==> src/rtl/pc_gen.sv <==
// pc_gen: IF-stage program counter with a start/halt FSM and a prioritised next-PC select.
// Define PC_RAS_EN to add a circular return-address stack; without it ras_empty_o is tied 1.
module pc_gen #(
   parameter int unsigned      PC_W        = 32,
   parameter logic [PC_W-1:0]  RESET_VEC   = '0,
   parameter logic [PC_W-1:0]  TRAP_VEC    = PC_W'('h80),
   parameter int unsigned      INSTR_BYTES = 4,
   parameter int unsigned      RAS_DEPTH   = 4
) (
   input  logic            clk_i,
   input  logic            rst_i,
   input  logic            start_i,
   input  logic            halt_i,
   input  logic            pc_write_i,
   input  logic            redirect_valid_i,
   input  logic [PC_W-1:0] redirect_pc_i,
   input  logic            trap_i,
   input  logic            call_i,
   input  logic            ret_i,
   output logic [PC_W-1:0] pc_o,
   output logic [PC_W-1:0] pc_plus_o,
   output logic            valid_o,
   output logic            misalign_o,
   output logic            ras_empty_o
);

   typedef enum logic [1:0] {StIdle, StRun, StHalt} state_e;

   // Masking with INSTR_BYTES-1 keeps the alignment logic valid even when INSTR_BYTES is 1.
   localparam logic [PC_W-1:0] AlignMask = PC_W'(INSTR_BYTES - 1);
   localparam logic [PC_W-1:0] Incr      = PC_W'(INSTR_BYTES);

   state_e          r_state;
   logic [PC_W-1:0] r_pc;
   logic            r_valid;
   logic            r_misalign;

   logic [PC_W-1:0] w_pc_plus;
   logic [PC_W-1:0] w_redir_pc;
   logic            w_misalign;
   logic            w_running;
   logic            w_pop;
   logic [PC_W-1:0] w_ras_top;
   logic            w_ras_empty;

   assign w_pc_plus  = r_pc + Incr;
   assign w_redir_pc = redirect_pc_i & ~AlignMask;
   assign w_misalign = |(redirect_pc_i & AlignMask);
   assign w_running  = (r_state == StRun);

`ifdef PC_RAS_EN
   localparam int unsigned RasPtrW = $clog2(RAS_DEPTH);

   logic [PC_W-1:0]    r_ras_mem [RAS_DEPTH];
   logic [RasPtrW-1:0] r_ras_wr;
   logic [RasPtrW:0]   r_ras_cnt;
   logic [RasPtrW-1:0] w_ras_top_idx;
   logic               w_push;
   logic               w_clear;

   assign w_ras_top_idx = r_ras_wr - RasPtrW'(1);
   assign w_ras_top     = r_ras_mem[w_ras_top_idx];
   assign w_ras_empty   = (r_ras_cnt == '0);
   assign w_clear       = w_running && trap_i;
   assign w_push        = w_running && !halt_i && !trap_i && redirect_valid_i && call_i;
   assign w_pop         = w_running && !halt_i && !trap_i && !redirect_valid_i && pc_write_i &&
                          ret_i && !w_ras_empty;

   // The write pointer wraps freely, so a push while full overwrites the oldest entry.
   always_ff @(posedge clk_i or negedge rst_i) begin
      if (!rst_i) begin
         r_ras_wr  <= '0;
         r_ras_cnt <= '0;
      end else if (w_clear) begin
         r_ras_wr  <= '0;
         r_ras_cnt <= '0;
      end else if (w_push) begin
         r_ras_wr <= r_ras_wr + RasPtrW'(1);
         if (r_ras_cnt != (RasPtrW + 1)'(RAS_DEPTH)) begin
            r_ras_cnt <= r_ras_cnt + (RasPtrW + 1)'(1);
         end
      end else if (w_pop) begin
         r_ras_wr  <= w_ras_top_idx;
         r_ras_cnt <= r_ras_cnt - (RasPtrW + 1)'(1);
      end
   end

   always_ff @(posedge clk_i) begin
      if (w_push) begin
         r_ras_mem[r_ras_wr] <= w_pc_plus;
      end
   end
`else
   logic w_unused_ras;

   assign w_unused_ras = call_i ^ ret_i;
   assign w_ras_top    = '0;
   assign w_ras_empty  = 1'b1;
   assign w_pop        = 1'b0;
`endif

   always_ff @(posedge clk_i or negedge rst_i) begin
      if (!rst_i) begin
         r_state    <= StIdle;
         r_pc       <= RESET_VEC;
         r_valid    <= 1'b0;
         r_misalign <= 1'b0;
      end else begin
         r_misalign <= 1'b0;
         unique case (r_state)
            StIdle, StHalt: begin
               if (start_i) begin
                  r_state <= StRun;
                  r_valid <= 1'b1;
               end
            end
            StRun: begin
               // Trap still lands on TRAP_VEC when halting; everything else yields to halt.
               if (trap_i) begin
                  r_pc <= TRAP_VEC;
               end else if (!halt_i) begin
                  if (redirect_valid_i) begin
                     r_pc       <= w_redir_pc;
                     r_misalign <= w_misalign;
                  end else if (!pc_write_i) begin
                     r_pc <= r_pc;
                  end else if (w_pop) begin
                     r_pc <= w_ras_top;
                  end else begin
                     r_pc <= w_pc_plus;
                  end
               end
               if (halt_i) begin
                  r_state <= StHalt;
                  r_valid <= 1'b0;
               end
            end
            default: begin
               r_state <= StIdle;
               r_valid <= 1'b0;
            end
         endcase
      end
   end

   assign pc_o        = r_pc;
   assign pc_plus_o   = w_pc_plus;
   assign valid_o     = r_valid;
   assign misalign_o  = r_misalign;
   assign ras_empty_o = w_ras_empty;

endmodule

==> config.mk <==
export PLATFORM = sky130hd
export DESIGN_NAME = pc_gen
export DESIGN_NICKNAME = d
export VERILOG_FILES = /design/src/rtl/pc_gen.sv
export SDC_FILE = /design/constraint.sdc
export NUM_CORES = 1
export LEC_CHECK = 0
export ABC_AREA = 1
export ABC_CLOCK_PERIOD_IN_PS = 3200
export CORE_UTILIZATION = 40
export DETAILED_ROUTE_END_ITERATION = 7
export GPL_TIMING_DRIVEN = 0
export PLACE_DENSITY = 0.76
export SLEW_MARGIN = 20
export SYNTH_ARGS = -nofsm -noshare
export SYNTH_HDL_FRONTEND = slang
export SYNTH_SLANG_ARGS = --single-unit
==> constraint.sdc <==
create_clock -name clk_i -period 3.2 [get_ports clk_i]
set_clock_uncertainty 0.1 [all_clocks]
set_input_delay 0.32 -clock clk_i [delete_from_list [all_inputs] [get_ports clk_i]]
set_output_delay 0.32 -clock clk_i [all_outputs]
set_load 0.1 [all_outputs]
=== Yosys cells after proc, flatten, opt, wreduce, memory -nomap -nowiden ===
Index checks and enable logic that the tools add are counted.

* Input port bits: 41
* Register bits: 36

* Mux-type cells: 14
* Reduce and logical (&&, ||, !) cells: 6
* Add/subtract/negate cells: 1
* Equality and inequality tests: 5

{| class="wikitable"
|+ Operator list
! cell !! number
|-
| 2-to-1 mux 32 bit || 4
|-
| adder 32 x 3 -> 32 bit (second input constant) || 1
|-
| 2-to-1 mux 1 bit || 6
|-
| 2-to-1 mux 2 bit || 2
|-
| != test 2 bit (second input constant) || 2
|-
| case mux 2 bit (2 select lines) || 1
|-
| OR reduction 2 bit || 2
|-
| AND reduction 3 bit || 1
|-
| nonzero test 3 bit || 1
|-
| equality test 2 x 1 -> 1 bit (second input constant) || 1
|-
| equality test 2 bit (second input constant) || 1
|-
| zero test 2 bit || 1
|-
| != test 2 x 1 -> 1 bit (second input constant) || 1
|-
| case mux 1 bit (2 select lines) || 1
|-
| AND reduction 2 bit || 1
|}

=== Logic depth before layout (Yosys ltp) ===
Gate-level depths: netlist (run 1).

* Depth after elaboration: 5
* Gate-level depth with buffers: 10
* Depth with buffers taken out: 10

=== Least setup slack after synthesis (run 1) ===
Ideal clock, no wire load.

* Kind: register to output
* Start: register r_pc[2], in the netlist pc_o[2]
* End: output pc_plus_o[9]
* Path buffers: 0
* Setup slack: -967 ps
* Arrival: 3,747 ps
* Stages on the path, launching flop included: 5
* Path through: dfrtp_1 inv_1 nor2_4 nand2_2 xnor2_1

* Longest elaborated chain between the ends: 1

{| class="wikitable"
|+ RTL lines
! what !! RTL line !! text
|-
| start, declared || 34 || <nowiki>logic [PC_W-1:0] r_pc;</nowiki>
|-
| start signal, assigned || 123 || <nowiki>r_pc <= w_redir_pc;</nowiki>
|-
| start signal, assigned || 126 || <nowiki>r_pc <= r_pc;</nowiki>
|-
| start signal, assigned || 128 || <nowiki>r_pc <= w_ras_top;</nowiki>
|-
| adder 32 x 3 -> 32 bit || 46 || <nowiki>assign w_pc_plus = r_pc + Incr;</nowiki>
|-
| end, declared || 21 || <nowiki>output logic [PC_W-1:0] pc_plus_o,</nowiki>
|}

No other way between the ends.

=== Worst setup path in the final report (run 1) ===
Ends and elaborated chain as after synthesis.

==> results of run 1 <==
==> state kept, by name, indices dropped and copies added, names as in the netlist <==
| signal | count |
|---|---|
| pc_o | 30 |
| misalign_o | 1 |
| r_state | 2 |
| valid_o | 1 |
==> area by class of cell <==
type	instances	area [um^2]	area share, %
Timing Repair Buffer	102	1030	26.5
Buffer	15	87.6	2.25
Clock buffer	7	86.3	2.22
Inverter	39	150	3.86
Sequential cell	34	852	21.9
Multi-Input combinational cell	342	1580	40.7
Tap cell	75	93.8	2.42
Clock inverter	1	5.00	0.129
==> cells in the final DEF (no fill, tap or decap), drive strengths merged, types with 2 or more instances in the layout <==
master,Yosys,final
nand3b,3,3
clkbuf,4,11
and2,2,2
conb,2,5
nor2,91,91
o21ai,39,39
xor2,2,2
nand2,162,162
clkdlybuf4s50,0,77
xnor2,4,4
dfrtp,34,34
dlymetal6s2s,0,6
dlygate4sd2,0,15
nand3,28,28
a22oi,2,2
inv,39,38
buf,11,13
==> repair_timing <==
action                                  in CTS  in global routing
endpoints found under the hold margin       14                  0
endpoints found under the setup margin      16                  7
hold buffers                                 1                  0
gates resized for setup                     16                  7
pin swaps                                    0                  0
==> worst max-delay path by stage <==
stage / cells after the start / end / slack (ns) / from
after floorplan: 7 / pc_o[13] / 0.004 / pc_o[2]
after detailed placement: 8 / pc_plus_o[24] / 0.17 / pc_o[2]
final: 5 / pc_plus_o[9] / 0.11 / pc_o[2]
after global routing: 8 / pc_plus_o[22] / 0.02 / pc_o[2]
after CTS: 7 / pc_plus_o[31] / 0.02 / pc_o[2]
after global placement: 8 / pc_plus_o[24] / 0.18 / pc_o[2]
==> metrics by stage <==
| step | power, mW | hold WS (ns) |
|---|---|---|
| floorplan | 3.17 | -0.0756 |
| global placement | 3.88 | 0.356 |
| detailed placement | 3.91 | 0.179 |
| CTS | 4.21 | 0.376 |
| global route | 4.35 | 0.415 |
| finish | 4.19 | 0.372 |
==> power breakdown <==
part           total (mW)  switching (mW)  internal (mW)
registers           0.785           0.216          0.569
clock network       0.339           0.165          0.174
logic                3.07            2.44          0.632
==> logic make-up after synthesis <==
kind of cell	after synthesis	synth area share, %
adder cells (fa/ha/maj)	1	0.483
buffers and inverters	54	9.04
AO/OA/AOI/OAI	42	8.51
other	2	0.290
XOR/XNOR	6	2.03
AND/OR/NAND/NOR	288	46.8
flip-flops	34	32.9
==> layer usage <==
| metal | routed length (um) | vias up |
|---|---|---|
| met5 | 0 | - |
| met4 | 96 | 0 |
| met3 | 622 | 11 |
| met2 | 3920 | 137 |
| met1 | 3600 | 1383 |
| li1 | - | 1536 |
==> tightest hold or removal path, cell delays in order, from the launching register on <==
cell and delay, ns:
dfrtp_1 0.35, nand2_1 0.05, nand2_1 0.04
==> results.py, run 1 <==
metrics = {
    "setup_path": {
        "r2r-start": "pc_o[2]",
        "worst-path-buf-inv": 2,
        "cpPeakStageDelay_ns": 1.15,
        "rr_worst_depth": 10,
        "cp-start-kind": "register",
        "crit_fanout": 6,
        "crit_slowest_cell": "clkdlybuf4s50_1",
        "path_class": "register to output port",
        "regToRegSetupSlack_ns": 1.35,
        "crit_family": "buffers and inverters",
        "timing.critical_path.cells": "clkinvlp_4 -> nor2_4 -> nand2_2 -> xnor2_4 -> clkdlybuf4s50_1",
        "reg2reg_to": "pc_o[24]",
        "endpoint_kind": "output port",
        "crit_arrival_ns": 2.67,
        "required_ns": 2.78,
    },
    "grt": {
        "grt_max_degree": 21,
        "grt_pass1_wl_um": 12600,
        "grt_pass1_vias": 2684,
        "met2_usage_pct": 42.1,
        "top_usage_layer": "met2",
        "grtUsageMet3_pct": 3.96,
        "grt_usage_pct": 25.0,
        "use_met1_pct": 33.2,
        "gr-total-overflow": 0,
        "antenna_found_initial": 0,
    },
    "clocking": {
        "clk_latency_ns": 0.29,
        "postCtsSetupBuffers": 0,
        "cts_made_buffers": 5,
        "clock_sinks": 34,
        "cts.htree.levels": 2,
        "root_buffer": "clkbuf_8",
        "cts_tree": "done",
        "clk_path_buf_depth": 2,
        "cts.clk_slew.worst_paths_ns": 0.07,
    },
    "synth": {
        "synth_cells": 427,
        "synth_edf_count": 0,
        "ys_seq_area_share_pct": 32.9,
        "yosys-top-cells-count": "nand2_1 (159), nor2_1 (79), inv_1 (35)",
        "synthDistinctLibCells": 28,
        "yosysTopAreaCellShare_pct": 32.9,
        "yosysWarnings": 0,
        "yosysMostFrequentCell": "nand2_1",
        "synth.cell_area_um2": 2590,
        "synth_flop_cell": "dfrtp_1",
        "synth_top_area_cell": "dfrtp_1",
        "async_flop_share_pct": 100,
        "synth.area.top_cells": "dfrtp_1 (33%), nand2_1 (23%), nor2_1 (11%), nand3_1 (5.4%), inv_1 (5.1%)",
        "synth_area_per_cell_um2": 6.06,
        "ys_ff_latch": 34,
    },
    "placement": {
        "dp.cells": 606,
        "io_buffers": 100,
        "dp_slack_ns": 0.170,
        "dp_hpwl_um": 6480,
        "gp_congestion": 0.927,
        "placed_area_um2": 3790,
    },
    "layout": {
        "area.growth.synth_to_final_pct": 50.1,
        "utilization_pct": 63.7,
        "drive_gt1_share_pct": 9.63,
        "fin_nets": 581,
        "final_area_um2": 3880,
        "fin_cells": 615,
        "n_fill_cell": 603,
        "antenna-diode-count": 0,
    },
    "hold_path": {
        "timing.hold.worst.class": "register to register",
        "hold_depth": 2,
        "holdPathEnd": "valid_o",
        "hp-start": "valid_o",
    },
    "route": {
        "firstDrtPassIters": 5,
        "wl_per_cell_um": 13.4,
        "num_vias": 3067,
        "drt-total-wl_um": 8240,
        "via_per_inst": 4.99,
        "drc_errors": 0,
        "drt_iter0_drc": 199,
        "drtAntennaViolNets": 0,
    },
    "timing": {
        "slew_headroom_pct": 32.8,
        "worst_pin_slew_ns": 1.01,
        "setup_ws_ns": 0.107,
        "fin_crit_sh_pct": 96.7,
        "setup_tns_ns": 0,
        "fin_crit_ns": 3.09,
        "fmax_mhz": 323,
        "hold_viol": 0,
        "setup_violations": 0,
        "rsz0062_at_grt": "no",
        "final_max_slew_viol_count": 0,
    },
    "floorplanning": {
        "rows": 28,
        "core_um2": 6100,
        "die_h_um": 82.4,
        "die_w_um": 82.4,
        "initial_core_util_pct": 42.5,
        "ios": 108,
        "dieArea_um2": 6800,
    },
    "power_and_ir_drop": {
        "power_leakage_nw": 1.88,
        "ir_worst_vdd_uv": 800,
        "power.density_nw_per_um2": 1080,
    },
    "run": {
        "maxCapViolCount": 0,
    },
    "run_status": {
        "status": "finished clean",
    },
}
(Power assumes the default switching activity.)
==> inputs of run 2 (changes only) <==
Settings changed: ABC_CLOCK_PERIOD_IN_PS 3200 to 2500, CORE_UTILIZATION 40 to 39, PLACE_DENSITY 0.76 to 0.77.
Clock period 3.2 ns to 2.5 ns, I/O delays scaled along.
==> run 2 against run 1 <==
Count of clock-buffer cells in the layout shrank 1; utilization grew 0.34 points; die area grew 2.5%; combinational power grew 33%; total power grew 33%; critical path type unchanged.
==> results.py, run 2 (synthesized netlist as in run 1, its figures left out) <==
metrics = {
    "layout": {
        "fin_nets": 581,
        "final_common_cell": "nand2_1",
        "antenna-diode-count": 0,
        "area.growth.synth_to_final_pct": 58.0,
        "drive_gt1_share_pct": 23.1,
        "n_fill_cell": 590,
        "multiInputGateArea_um2": 1800,
        "final_cell_mix": "nand2_1 (134), nor2_1 (77), clkdlybuf4s50_1 (70), inv_1 (33), nand3_1 (24)",
        "seqCellArea_um2": 873,
        "largest_reg_flops": 30,
    },
    "timing": {
        "setup_violations": 0,
        "final_max_slew_viol_count": 0,
        "whs_ns": 0.295,
        "fmax_mhz": 416,
        "hold_viol": 0,
        "rsz0062_at_grt": "yes",
        "worst_pin_slew_ns": 1.01,
        "slew_headroom_pct": 32.2,
        "setup_ws_ns": 0.0961,
        "fin_crit_ns": 2.40,
        "fin_crit_sh_pct": 96.2,
    },
    "setup_path": {
        "crit_fanout": 4,
        "cp-start-kind": "register",
        "crit_arrival_ns": 2.05,
        "required_ns": 2.15,
        "r2r-start": "pc_o[2]",
        "rr_worst_depth": 10,
        "endpoint_kind": "output port",
        "timing.critical_path.cells": "clkinvlp_4 -> clkdlybuf4s50_1",
        "crit_slowest_cell": "clkdlybuf4s50_1",
        "regToRegSetupSlack_ns": 0.62,
        "cpPeakStageDelay_ns": 1.13,
        "path_class": "register to output port",
        "reg2reg_to": "pc_o[22]",
    },
    "grt": {
        "grt_max_degree": 22,
        "grt_pass1_vias": 3071,
        "gr-total-overflow": 0,
        "grt_pass1_wl_um": 14600,
        "grt_usage_pct": 26.2,
        "antenna_found_initial": 0,
    },
    "route": {
        "wl_per_cell_um": 13.8,
        "drtAntennaViolNets": 0,
        "num_vias": 3010,
        "firstDrtPassIters": 4,
        "via_per_inst": 4.88,
        "drt-total-wl_um": 8500,
        "drc_errors": 0,
        "drt_iter0_drc": 171,
    },
    "floorplanning": {
        "core_um2": 6390,
        "initial_core_util_pct": 40.5,
        "dieArea_um2": 6970,
        "rows": 29,
        "die_w_um": 83.5,
        "die_h_um": 83.5,
        "ios": 108,
    },
    "clocking": {
        "cts.htree.levels": 2,
        "clock_sinks": 34,
        "root_buffer": "clkbuf_8",
        "cts_made_buffers": 5,
        "cts.clk_slew.worst_paths_ns": 0.08,
        "postCtsSetupBuffers": 0,
        "clk_latency_ns": 0.30,
        "clk_path_buf_depth": 2,
        "cts_tree": "done",
    },
    "power_and_ir_drop": {
        "ir_worst_vdd_uv": 1000,
        "power_leakage_nw": 1.78,
        "power.density_nw_per_um2": 1360,
    },
    "placement": {
        "dp_slack_ns": -0.497,
        "dp_hpwl_um": 6720,
        "io_buffers": 100,
        "gp_congestion": 0.893,
    },
    "run": {
        "maxCapViolCount": 0,
    },
    "hold_path": {
        "timing.hold.worst.class": "input port to async pin",
    },
    "run_status": {
        "status": "finished clean",
    },
}
[run 2: cell types whose count changed in the layout (fill, tap and decap cells not counted), sizes merged]
cell,previous run,this run
dlymetal6s2s,6,0
buf,13,28
clkdlybuf4s15,1,2
clkbuf,11,21
inv,38,37
clkdlybuf4s50,77,70
dlygate4sd2,15,1
clkinvlp,1,3
[run 2: stage by stage]
stage / setup TNS (ns) / instance area [um^2] / std cells / total power [mW] / utilization (%)
after floorplan: -1.63 / 2900 / 430 / 4.23 / -
after global placement: -8.59 / 4000 / 607 / 5.13 / 62.6
after detailed placement: -9.01 / 4020 / 608 / 5.18 / 63.0
after CTS: 0 / 4050 / 617 / 5.54 / 63.4
after global routing: -0.0381 / 4090 / 617 / 5.79 / 64.1
final: 0 / 4090 / 617 / 5.57 / 64.1
[run 2: area by class of cell]
cell class              instances  share of cell area [%]
repair buffers                102                    24.2
clock buffers                   6                    2.02
clock inverters                 2                   0.306
flip-flops and latches         34                    21.3
multi-input cells             342                    43.9
inverters                      39                    3.76
plain buffers                  15                    2.14
well taps                      77                    2.35
[run 2: what timing repair did]
action | in CTS | in global routing
endpoints found under the hold margin | 13 | 0
resized for setup | 135 | 35
setup endpoints to repair | 29 | 25
pin swaps | 0 | 1
hold buffers | 1 | 0
[run 2: how the worst max path moves through the flow]
stage / to / from / slack (ns) / cells after the start
final: pc_plus_o[2] / pc_o[2] / 0.1 / 2
after global routing: pc_plus_o[20] / pc_o[2] / -0.03 / 8
after CTS: pc_plus_o[14] / pc_o[2] / 0.003 / 8
after detailed placement: pc_plus_o[22] / pc_o[2] / -0.50 / 8
after global placement: pc_plus_o[26] / pc_o[2] / -0.49 / 8
after floorplan: pc_o[9] / pc_o[2] / -0.20 / 6
[run 2: routing by layer]
layer  GRT usage [%]  vias up  part of all wire (%)
met4            7.86        0                   2.0
li1                -     1527                     -
met2            44.2      102                    48
met5               0        -                     0
met1            33.9     1366                    44
met3            5.14       15                   6.5
[run 2: where the power goes]
group	total (mW)	internal [mW]	leakage, nW	switching (mW)
registers	1.05	0.748	0.433	0.298
logic	4.08	0.886	1.30	3.19
clock network	0.448	0.222	0.0472	0.226
total	5.57	1.86	1.78	3.72
[run 2: worst max-delay path, delay by kind of cell, from the launching register on]
kind	cells	cell delay [ns]
buf+inv	2	1.24
flops	1	0.51
==> inputs of run 3 (changes only) <==
Settings changed: CORE_MARGIN from default to 4.
==> run 3 against run 2 <==
Setup slack lost 0.00091 ns; flip-flop and latch count is the same; clock power fell by 6.5%; die area rose by 15%; design area shrank 0.83%; sequential power is essentially flat; worst hold slack better by 0.0015 ns; count of clock-buffer cells in the layout grew 2; fmax about the same; critical path type unchanged.
==> results.py, run 3 (synthesized netlist as in run 1, its figures left out) <==
metrics = {
    "power_and_ir_drop": {
        "seq_power_share_pct": 18.9,
        "power.density_nw_per_um2": 1360,
        "switching_share_pct": 67.2,
        "p_int_mw": 1.81,
        "finalPower_mw": 5.52,
        "clkPwrFrac_pct": 7.6,
        "switching_power_mw": 3.71,
        "p_comb_share_pct": 73.5,
        "power_leakage_nw": 1.77,
        "ir_worst_vdd_uv": 982,
    },
    "timing": {
        "whs_ns": 0.296,
        "worst_pin_slew_ns": 1.01,
        "setup_violations": 0,
        "final_max_slew_viol_count": 0,
        "fin_crit_ns": 2.40,
        "rsz0062_at_grt": "no",
        "slew_headroom_pct": 32.5,
        "fmax_mhz": 416,
        "hold_viol": 0,
        "fin_crit_sh_pct": 96.2,
    },
    "route": {
        "drt_iter0_drc": 198,
        "num_vias": 3045,
        "drt-total-wl_um": 8800,
        "wl_per_cell_um": 14.3,
        "top_layer": "met4",
        "via_per_inst": 4.94,
        "wl_met3_um": 673,
        "firstDrtPassIters": 4,
        "wl_met1_um": 3640,
        "route.met2.wl_um": 4410,
        "drc_errors": 0,
        "drtAntennaViolNets": 0,
    },
    "layout": {
        "area.growth.synth_to_final_pct": 56.7,
        "drive_gt1_share_pct": 22.6,
        "final_area_um2": 4060,
        "antenna-diode-count": 0,
        "final_cell_mix": "nand2_1 (134), nor2_1 (77), clkdlybuf4s50_1 (70), inv_1 (33), nand3_1 (24)",
        "largest_reg_flops": 30,
        "fin_nets": 581,
        "n_fill_cell": 607,
        "seqCellArea_um2": 873,
        "final_common_cell": "nand2_1",
        "fin_cells": 617,
        "multiInputGateArea_um2": 1800,
        "utilization_pct": 63.5,
    },
    "setup_path": {
        "crit_fanout": 4,
        "path_class": "register to output port",
        "required_ns": 2.15,
        "endpoint_kind": "output port",
        "crit_arrival_ns": 2.05,
        "rr_worst_depth": 10,
        "cp-start-kind": "register",
        "regToRegSetupSlack_ns": 0.65,
    },
    "placement": {
        "dp.cells": 608,
        "gp_congestion": 0.936,
        "io_buffers": 100,
        "dp_hpwl_um": 6960,
        "placed_area_um2": 4020,
    },
    "grt": {
        "antenna_found_initial": 0,
        "grt_max_degree": 22,
        "grt_pass1_vias": 2979,
        "grt_usage_pct": 23.4,
        "gr-total-overflow": 0,
        "grt_pass1_wl_um": 14300,
    },
    "clocking": {
        "cts.htree.levels": 2,
        "clock_sinks": 34,
        "cts_tree": "done",
        "cts_made_buffers": 5,
        "cts.clk_slew.worst_paths_ns": 0.08,
        "clk_path_buf_depth": 2,
        "root_buffer": "clkbuf_8",
        "clk_latency_ns": 0.30,
    },
    "run_status": {
        "status": "finished clean",
    },
    "floorplanning": {
        "dieArea_um2": 8000,
        "die_h_um": 89.5,
        "initial_core_util_pct": 40.5,
        "die_w_um": 89.5,
        "ios": 108,
        "core_um2": 6390,
        "rows": 29,
    },
    "hold_path": {
        "timing.hold.worst.class": "input port to async pin",
    },
    "run": {
        "maxCapViolCount": 0,
    },
}
==> run 3: area by class of cell <==
type	count	area share (%)
buffer	15	2.16
tap	77	2.37
multi-input combinational	342	44.2
timing repair buffer	102	23.9
clock buffer	8	1.97
inverter	39	3.79
sequential	34	21.5
==> run 3: per-layer routing <==
metal / vias up / track usage, %
met4: 0 / 7.17
met2: 95 / 41.0
met3: 7 / 3.87
met5: - / 0
met1: 1409 / 29.4
li1: 1534 / -
==> run 3: critical path: stages, from the launching register on <==
cell and delay, ns:
dfrtp_4 0.51, clkinvlp_4 0.12, clkdlybuf4s50_1 1.14
==> run 3: timing repair <==
action / in CTS / in global routing
hold endpoints to repair: 13 / 0
endpoints found under the setup margin: 29 / 22
hold buffers: 1 / 0
gates resized for setup: 134 / 26
setup buffers: 0 / 0
==> run 3: per-stage QoR <==
| step | worst slack (ns) | setup TNS, ns |
|---|---|---|
| floorplan | -0.202 | -1.63 |
| global placement | -0.477 | -8.52 |
| detailed placement | -0.487 | -9.00 |
| CTS | 0.00168 | 0 |
| global route | 0.000464 | 0 |
| finish | 0.0952 | 0 |
==> run 3: final timing paths <==
path / from / end
setup / recovery: pc_o[2] / pc_plus_o[2]
hold reg to reg: valid_o / valid_o
hold / removal: rst_i / pc_o[29]
setup reg to reg: pc_o[2] / pc_o[26]
min in group clk_i: valid_o / valid_o
max in group asynchronous: rst_i / pc_o[2]
==> run 3: power groups by stage <==
| stage | clock, mW | combinational, mW | sequential (mW) |
|---|---|---|---|
| 2_1_floorplan | 0 | 2.03 | 2.20 |
| 3_3_place_gp | 0 | 4.10 | 1.04 |
| 3_5_place_dp | 0 | 4.14 | 1.05 |
| 4_1_cts | 0.422 | 4.05 | 1.04 |
| 5_1_grt | 0.445 | 4.23 | 1.08 |
| 6_report | 0.419 | 4.06 | 1.04 |
